File: src/rtl/morse_letter_decoder.sv
// Turns a stream of dit/dah/gap/space symbol codes into ASCII characters.
// Letters and digits come out on the edge that samples the terminating GAP or SPACE.
module morse_letter_decoder #(
  parameter logic [7:0] ERR_CHAR           = 8'h3F,
  parameter bit         DUP_SPACE_SUPPRESS = 1'b1
) (
  input  logic       clk,
  input  logic       reset,
  input  logic [2:0] ditsdahs,
  output logic [7:0] char,
  output logic       char_valid,
  output logic       char_err
);

  typedef enum logic [1:0] {
    S_IDLE,
    S_COLLECT,
    S_OVERFLOW,
    S_SPACE_PEND
  } state_t;

  localparam logic [2:0] CODE_WAIT  = 3'd0;
  localparam logic [2:0] CODE_DIT   = 3'd1;
  localparam logic [2:0] CODE_DAH   = 3'd2;
  localparam logic [2:0] CODE_GAP   = 3'd3;
  localparam logic [2:0] CODE_SPACE = 3'd4;
  localparam logic [7:0] ASCII_SPACE = 8'h20;

  state_t     r_state, w_stateNext;
  logic [2:0] r_prev;
  logic [2:0] r_len, w_lenNext;
  logic [4:0] r_pattern, w_patternNext;
  logic       r_lastSpace, w_lastSpaceNext;
  logic [7:0] r_char, w_charNext;
  logic       r_valid, w_validNext;
  logic       r_err, w_errNext;

  logic       w_accept;
  logic       w_isSym;
  logic       w_isGap;
  logic       w_isSpace;
  logic       w_symBit;
  logic [7:0] w_lookChar;
  logic       w_lookOk;
  logic [7:0] w_grpChar;
  logic       w_grpErr;

  // Only a change to a real symbol code counts; held codes and codes 5-7 do not.
  assign w_accept  = (ditsdahs != CODE_WAIT) && (ditsdahs <= CODE_SPACE) && (ditsdahs != r_prev);
  assign w_isSym   = w_accept && ((ditsdahs == CODE_DIT) || (ditsdahs == CODE_DAH));
  assign w_isGap   = w_accept && (ditsdahs == CODE_GAP);
  assign w_isSpace = w_accept && (ditsdahs == CODE_SPACE);
  assign w_symBit  = (ditsdahs == CODE_DAH);

  // Upper pattern bits above len stay zero, so {len, pattern} is a unique key.
  always_comb begin
    w_lookOk   = 1'b1;
    w_lookChar = ERR_CHAR;
    case ({r_len, r_pattern})
      {3'd2, 5'b00001}: w_lookChar = 8'h41;
      {3'd4, 5'b01000}: w_lookChar = 8'h42;
      {3'd4, 5'b01010}: w_lookChar = 8'h43;
      {3'd3, 5'b00100}: w_lookChar = 8'h44;
      {3'd1, 5'b00000}: w_lookChar = 8'h45;
      {3'd4, 5'b00010}: w_lookChar = 8'h46;
      {3'd3, 5'b00110}: w_lookChar = 8'h47;
      {3'd4, 5'b00000}: w_lookChar = 8'h48;
      {3'd2, 5'b00000}: w_lookChar = 8'h49;
      {3'd4, 5'b00111}: w_lookChar = 8'h4A;
      {3'd3, 5'b00101}: w_lookChar = 8'h4B;
      {3'd4, 5'b00100}: w_lookChar = 8'h4C;
      {3'd2, 5'b00011}: w_lookChar = 8'h4D;
      {3'd2, 5'b00010}: w_lookChar = 8'h4E;
      {3'd3, 5'b00111}: w_lookChar = 8'h4F;
      {3'd4, 5'b00110}: w_lookChar = 8'h50;
      {3'd4, 5'b01101}: w_lookChar = 8'h51;
      {3'd3, 5'b00010}: w_lookChar = 8'h52;
      {3'd3, 5'b00000}: w_lookChar = 8'h53;
      {3'd1, 5'b00001}: w_lookChar = 8'h54;
      {3'd3, 5'b00001}: w_lookChar = 8'h55;
      {3'd4, 5'b00001}: w_lookChar = 8'h56;
      {3'd3, 5'b00011}: w_lookChar = 8'h57;
      {3'd4, 5'b01001}: w_lookChar = 8'h58;
      {3'd4, 5'b01011}: w_lookChar = 8'h59;
      {3'd4, 5'b01100}: w_lookChar = 8'h5A;
      {3'd5, 5'b11111}: w_lookChar = 8'h30;
      {3'd5, 5'b01111}: w_lookChar = 8'h31;
      {3'd5, 5'b00111}: w_lookChar = 8'h32;
      {3'd5, 5'b00011}: w_lookChar = 8'h33;
      {3'd5, 5'b00001}: w_lookChar = 8'h34;
      {3'd5, 5'b00000}: w_lookChar = 8'h35;
      {3'd5, 5'b10000}: w_lookChar = 8'h36;
      {3'd5, 5'b11000}: w_lookChar = 8'h37;
      {3'd5, 5'b11100}: w_lookChar = 8'h38;
      {3'd5, 5'b11110}: w_lookChar = 8'h39;
      default:          w_lookOk   = 1'b0;
    endcase
  end

  assign w_grpErr  = (r_state == S_OVERFLOW) || !w_lookOk;
  assign w_grpChar = w_grpErr ? ERR_CHAR : w_lookChar;

  always_comb begin
    w_stateNext     = r_state;
    w_lenNext       = r_len;
    w_patternNext   = r_pattern;
    w_lastSpaceNext = r_lastSpace;
    w_charNext      = r_char;
    w_validNext     = 1'b0;
    w_errNext       = 1'b0;
    case (r_state)
      S_IDLE: begin
        if (w_isSym) begin
          w_stateNext   = S_COLLECT;
          w_lenNext     = 3'd1;
          w_patternNext = {4'b0000, w_symBit};
        end else if (w_isSpace && !(DUP_SPACE_SUPPRESS && r_lastSpace)) begin
          w_charNext      = ASCII_SPACE;
          w_validNext     = 1'b1;
          w_lastSpaceNext = 1'b1;
        end
      end
      S_COLLECT, S_OVERFLOW: begin
        if (w_isSym) begin
          // The sixth symbol freezes the pattern; the group can only end in error now.
          if ((r_state == S_OVERFLOW) || (r_len == 3'd5)) begin
            w_stateNext = S_OVERFLOW;
          end else begin
            w_lenNext     = r_len + 3'd1;
            w_patternNext = {r_pattern[3:0], w_symBit};
          end
        end else if (w_isGap || w_isSpace) begin
          w_charNext      = w_grpChar;
          w_validNext     = 1'b1;
          w_errNext       = w_grpErr;
          w_lastSpaceNext = 1'b0;
          w_lenNext       = 3'd0;
          w_patternNext   = 5'd0;
          w_stateNext     = w_isSpace ? S_SPACE_PEND : S_IDLE;
        end
      end
      S_SPACE_PEND: begin
        w_charNext      = ASCII_SPACE;
        w_validNext     = 1'b1;
        w_lastSpaceNext = 1'b1;
        w_stateNext     = S_IDLE;
        w_lenNext       = 3'd0;
        w_patternNext   = 5'd0;
        if (w_isSym) begin
          w_stateNext   = S_COLLECT;
          w_lenNext     = 3'd1;
          w_patternNext = {4'b0000, w_symBit};
        end
      end
      default: w_stateNext = S_IDLE;
    endcase
  end

  always_ff @(posedge clk) begin
    if (reset) begin
      r_state     <= S_IDLE;
      r_prev      <= CODE_WAIT;
      r_len       <= 3'd0;
      r_pattern   <= 5'd0;
      r_lastSpace <= 1'b0;
      r_char      <= 8'h00;
      r_valid     <= 1'b0;
      r_err       <= 1'b0;
    end else begin
      r_state     <= w_stateNext;
      r_prev      <= ditsdahs;
      r_len       <= w_lenNext;
      r_pattern   <= w_patternNext;
      r_lastSpace <= w_lastSpaceNext;
      r_char      <= w_charNext;
      r_valid     <= w_validNext;
      r_err       <= w_errNext;
    end
  end

  assign char       = r_char;
  assign char_valid = r_valid;
  assign char_err   = r_err;

endmodule

File: config.mk
export PLATFORM = sky130hd
export DESIGN_NAME = morse_letter_decoder
export DESIGN_NICKNAME = d
export VERILOG_FILES = /design/src/rtl/morse_letter_decoder.sv
export SDC_FILE = /design/constraint.sdc
export NUM_CORES = 1
export LEC_CHECK = 0
export CORE_MARGIN = 8
export CORE_UTILIZATION = 40
export DETAILED_ROUTE_END_ITERATION = 10
export HOLD_SLACK_MARGIN = 0.08
export PLACE_DENSITY = 0.54
export SYNTH_ARGS = -nofsm -noshare
export SYNTH_HDL_FRONTEND = slang
export SYNTH_SLANG_ARGS = --single-unit
File: constraint.sdc
create_clock -name clk -period 3.5 [get_ports clk]
set_clock_uncertainty 0.05 [all_clocks]
set_input_delay 0.35 -clock clk [delete_from_list [all_inputs] [get_ports clk]]
set_output_delay 0.35 -clock clk [all_outputs]
set_load 0.05 [all_outputs]
==> impl_metrics.csv, run 1 <==
group,metric,value,unit
outcome,run_status,"finished clean",
timing,relSlewSlack,43.08,%
logic_synthesis,synth_compound_area_share,29.16,%
clock_network,cts_root_buf,"clkbuf_8",
worst_hold_path,hold_start,"char[4]",
clock_network,numCtsBuffers,3,
logic_synthesis,avgSynthCellArea,7.582,um2
drt,wl,5374,um
clock_network,clock_path_buffers,2,
floorplanning,coreArea,4977,um2
logic_synthesis,yosysMostFrequentCell,"nor2_1",
power,power_leakage,0.7340,nW
drt,antenna_left,0,
grt,grt_util_all_layers,14.72,%
drt,drt_first_pass_iters,4,
cells_and_area,finalCoreUtilization,44.04,%
logic_synthesis,ys_seq_area_share,22.83,%
worst_setup_path,critPathKind,"register to register",
timing,fmax,377.5,MHz
worst_setup_path,crit_arrival,2.77,ns
logic_synthesis,syn_area,2017,um2
timing,fin_tns_setup,0,ns
logic_synthesis,synth_simple_gate_area_share,30.58,%
timing,period_needed,2.649,ns
clock_network,cts_resized,0,
floorplanning,initial_utilization,40.52,%
clock_network,cts_tree,"yes",
floorplanning,dieWidth,87.01,um
clock_network,cts_sinks,23,
worst_setup_path,cp_max_fo,17,
logic_synthesis,synth_top_cell_by_area,"dfxtp_1",
worst_hold_path,hp-class,"register to register",
logic_synthesis,synthTopCellsByArea,"dfxtp_1 23%, nor2_1 4.8%, a21oi_1 4.5%, ha_1 3.7%, o21ai_0 3.0%",
drt,wl_per_cell,16.09,um
drt,drc_errors,0,
placement,hpwl,3883,um
power,vdd_drop_max,0.2268,mV
placement,dp_cells,330,
clock_network,cts_max_level,1,
grt,antenna_found_initial,0,
logic_synthesis,syn_nets,277,
drt,routed_via_density,5.772,
cells_and_area,nets,276,
worst_setup_path,startpoint,"r_len[1]",
grt,grt_pass1_vias,1858,
grt,grt_max_degree,19,
power,power.density,351.3,nW/um2
timing,hold_slack,0.3977,ns
logic_synthesis,synth_top_family_by_area,"simple AND/OR/NAND/NOR gates",
worst_hold_path,hold_depth,2,
logic_synthesis,synth_common_cells,"26 x nor2_1, 23 x dfxtp_1, 18 x a21oi_1",
cells_and_area,syn_to_final_growth,8.685,%
clock_network,cts_hold_buf,0,
drt,drt_iter0_drc,120,
placement,port_buffers,13,
clock_network,post_cts_buffers,0,
worst_setup_path,rr_worst_depth,7,
logic_synthesis,synth_edf_count,0,
timing,setup_slack,0.8508,ns
floorplanning,io_pins,15,
logic_synthesis,synth_cell_types,63,
worst_setup_path,crit_required,3.62,ns
logic_synthesis,synthFlopType,"dfxtp_1",
timing,rsz0062_at_grt,"no",
logic_synthesis,ys_ff_latch,23,
grt,grt_pass1_wl,9094,um
job,cap_violations,0,
floorplanning,chipHeight,87.01,um
cells_and_area,diodes,0,
logic_synthesis,synth-warning-count,0,
timing,setup_violations,0,
logic_synthesis,muxShareOfSynthArea,2.047,%
logic_synthesis,synthAdderAreaFrac,3.722,%
logic_synthesis,syn_inst,266,
placement,gp_congestion,0.8483,
logic_synthesis,yosysTopAreaCellShare,22.83,%
timing,drv_slew,0,
cells_and_area,stdcell_count,334,
floorplanning,row_count,26,
timing,finalCritPeriodShare,75.69,%
drt,vias,1928,
timing,final_hold_viol_count,0,
cells_and_area,drive_gt1_share,10.61,%
worst_setup_path,start_kind,"register",
worst_setup_path,reg2reg_from,"r_len[1]",
timing,worstMarginPinSlew,0.8482,ns
clock_network,clkTransAtPathRegs,0.09,ns
logic_synthesis,synth_xor_area_share,3.040,%
grt,grt_overflow_total,0,
worst_setup_path,worst_setup_path_end_kind,"register",
clock_network,worstSkewPairLatency,0.27,ns
floorplanning,die_area,7571,um2
logic_synthesis,async_flop_share,0,%
placement,dp_slack,0.6781,ns
==> sequential cells by signal, indices dropped and copies added, names as in the netlist <==
signal / flops
char: 7
r_pattern: 5
r_len: 3
r_prev: 3
r_state: 2
char_err: 1
char_valid: 1
r_lastSpace: 1
==> cell type report <==
type                       count  area (um2)
sequential                    23       460.4
inverter                      11       41.29
multi-input combinational    208        1386
tap                           70       87.58
timing repair buffer          18       167.7
clock inverter                 1       7.507
clock buffer                   3       41.29
fill                         554        2785
==> critical path: stages (launching register included) <==
cell	delay, ns
dfxtp_1	0.70
inv_1	0.19
ha_1	0.26
a21oi_1	0.21
a21oi_1	0.12
o21ai_1	0.69
nor3b_1	0.10
a31o_2	0.24
==> stage by stage <==
| step | instance area, um2 | power (mW) |
|---|---|---|
| floorplan | 2017 | 0.5320 |
| global placement | 2143 | 0.6022 |
| detailed placement | 2143 | 0.6021 |
| CTS | 2192 | 0.7805 |
| global route | 2192 | 0.8176 |
| finish | 2192 | 0.7700 |
==> path summary, 6_finish.rpt <==
path,end,slack [ns]
worst min register to register,char[4],0.40
worst min-delay path,char[4],0.40
worst max register to register,r_pattern[4],0.85
worst max-delay path,r_pattern[4],0.85
==> per-layer routing <==
layer,global-route usage (%),wire [um],vias up,share of wire [%]
met5,0,0,-,0
met2,25.05,2574,32,48
li1,-,-,986,-
met1,18.30,2548,900,47
met3,2.170,137,10,2.5
met4,5.008,114,0,2.1
==> where the power goes <==
group,total [mW],switching [mW],internal [mW]
sequential,0.306,0.0263,0.280
clock,0.173,0.0928,0.0806
combinational,0.290,0.190,0.101
==> cells in the final DEF (no fill, tap or decap), drive strengths merged, types with 4 or more instances in the layout <==
cell / instances
o21ai: 13
nor3b: 5
nor3: 8
dfxtp: 23
ha: 6
nand2b: 8
clkdlybuf4s50: 13
o31ai: 4
o211ai: 4
nor2: 27
inv: 11
nand3: 7
buf: 5
nor2b: 7
nand3b: 4
o22ai: 5
a31o: 5
xnor2: 5
a21oi: 18
nand2: 16
a31oi: 8
a22oi: 4
nor4: 5
a211oi: 5
==> kinds of logic (layout without fill, tap and decap cells) <==
group                      after synthesis  in the layout
buffers and inverters                   35             33
other                                    1              1
AOI/OAI and AO/OA                       84             84
muxes                                    4              4
adders and majority gates                6              6
and+or+nand+nor                        106            106
xor gates and xnor gates                 7              7
DFF                                     23             23
Power figures use the tool's default switching activity.
==> run 2, diff against run 1 <==
Settings changed: PLACE_DENSITY 0.54 to 0.56.
Clock period 3.5 ns to 2.2 ns, I/O delays scaled along.
==> run 2 against run 1 <==
Against the previous run: register-to-register slack got worse by 0.75 ns; setup slack worse by 0.75 ns; die area unchanged; maximum frequency up 26%.
==> impl_metrics.csv, run 2 (same netlist as run 1, synthesis figures left out) <==
group,metric,value,unit
floorplanning,die_area,7571,um2
grt,grt_util_all_layers,15.22,%
worst_setup_path,start_kind,"register",
clock_network,clkTransAtPathRegs,0.09,ns
drt,drt_first_pass_iters,4,
cells_and_area,final_cell_mix,"43 x buf_4, 26 x nor2_1, 21 x dfxtp_1, 18 x a21oi_1, 16 x nand2_1",
floorplanning,initial_utilization,40.52,%
clock_network,cts_tree,"yes",
cells_and_area,nets,314,
cells_and_area,stdcell_count,372,
timing,period_needed,2.095,ns
worst_setup_path,crit_required,2.32,ns
worst_setup_path,critPathKind,"register to register",
clock_network,worstSkewPairLatency,0.27,ns
grt,grt_overflow_total,0,
clock_network,cts_sinks,23,
grt,grt_max_degree,22,
worst_setup_path,r2r-end,"char[6]",
worst_setup_path,cp_max_fo,7,
timing,relSlewSlack,66.09,%
floorplanning,row_count,26,
worst_setup_path,reg2reg_slack,0.11,ns
timing,setup_violations,0,
drt,antenna_left,0,
placement,dpl_cell_area,2429,um2
clock_network,clock_path_buffers,2,
cells_and_area,drive_gt1_share,23.18,%
outcome,run_status,"finished clean",
clock_network,cts_max_level,1,
drt,routed_via_density,5.565,
grt,antenna_found_initial,0,
clock_network,cts_hold_buf,0,
power,power.density,524.6,nW/um2
timing,drv_slew,0,
placement,dp_slack,-0.09762,ns
worst_hold_path,hold_start,"char[4]",
drt,vias,2070,
clock_network,cts_root_buf,"clkbuf_8",
worst_setup_path,crit_arrival,2.22,ns
worst_setup_path,rr_worst_depth,6,
timing,setup_slack,0.1054,ns
floorplanning,chipHeight,87.01,um
clock_network,numCtsBuffers,3,
drt,wl,5370,um
drt,drc_errors,0,
worst_hold_path,hold_depth,2,
worst_hold_path,min_to,"char[4]",
cells_and_area,largest_register_ff_count,7,
placement,gp_congestion,0.9265,
timing,fmax,477.4,MHz
grt,grt_pass1_vias,2006,
floorplanning,io_pins,15,
cells_and_area,finalCoreUtilization,50.03,%
power,vdd_drop_max,0.2924,mV
cells_and_area,final_common_cell,"buf_4",
floorplanning,dieWidth,87.01,um
worst_setup_path,reg2reg_from,"r_pattern[0]",
timing,final_hold_viol_count,0,
floorplanning,coreArea,4977,um2
cells_and_area,diodes,0,
placement,dp_cells,368,
placement,hpwl,4166,um
job,cap_violations,0,
drt,drt_iter0_drc,96,
worst_hold_path,hp-class,"register to register",
worst_setup_path,worst_setup_path_end_kind,"register",
timing,hold_slack,0.3918,ns
cells_and_area,syn_to_final_growth,23.45,%
timing,worstMarginPinSlew,0.5071,ns
power,power_leakage,0.9348,nW
grt,grt_pass1_wl,9342,um
timing,rsz0062_at_grt,"yes",
timing,finalCritPeriodShare,95.21,%
drt,wl_per_cell,14.44,um
cells_and_area,stdcell_area,2490,um2
placement,port_buffers,13,
cells_and_area,fillCellCount,509,
## run 2: area by class of cell
type,count,area (um2),share of cell area (%)
multi-input combinational,208,1399,56.18
clock buffer,3,41.29,1.658
timing repair buffer,56,452.9,18.19
sequential,23,462.9,18.59
clock inverter,1,5.005,0.2010
inverter,11,41.29,1.658
tap,70,87.58,3.518
## run 2: layer usage
metal / GRT usage [%] / vias up / wire (um)
li1: - / 1059 / -
met4: 7.825 / 0 / 192
met3: 2.642 / 16 / 166
met5: 0 / - / 0
met2: 25.33 / 41 / 2596
met1: 18.22 / 954 / 2414
## run 2: power by group
| group | total [mW] | switching [mW] | internal [mW] |
|---|---|---|---|
| registers | 0.488 | 0.0410 | 0.447 |
| clock network | 0.269 | 0.142 | 0.127 |
| logic | 0.550 | 0.316 | 0.234 |
| total | 1.31 | 0.500 | 0.807 |
## run 2: critical path, stage by stage, from the launching register on
cell	delay, ns
dfxtp_1	0.50
xor2_1	0.25
o32ai_1	0.14
a31oi_2	0.26
nor4b_4	0.35
nand2_1	0.17
a32o_1	0.27
## run 2: through the flow
step / power [mW] / TNS, ns
after floorplan: 0.8464 / 0
after global placement: 1.037 / -0.3483
after detailed placement: 1.039 / -0.5279
after CTS: 1.316 / 0
after global routing: 1.398 / -0.01321
final: 1.306 / 0
## run 2: repair_timing
action,in CTS,in global routing
resized for setup,0,5
setup buffers,0,0
endpoints found under the setup margin,0,8
## run 2: worst max-delay path by stage
stage,startpoint,cells after the start,slack (ns),to
after floorplan,r_len[1],9,0.25,r_pattern[3]
after global placement,ditsdahs[1],8,-0.06,r_lastSpace
after detailed placement,ditsdahs[1],8,-0.1,r_lastSpace
after CTS,r_len[0],5,0.02,char[6]
after global routing,r_pattern[0],8,-0.007,char[6]
final,r_pattern[0],6,0.11,char[6]
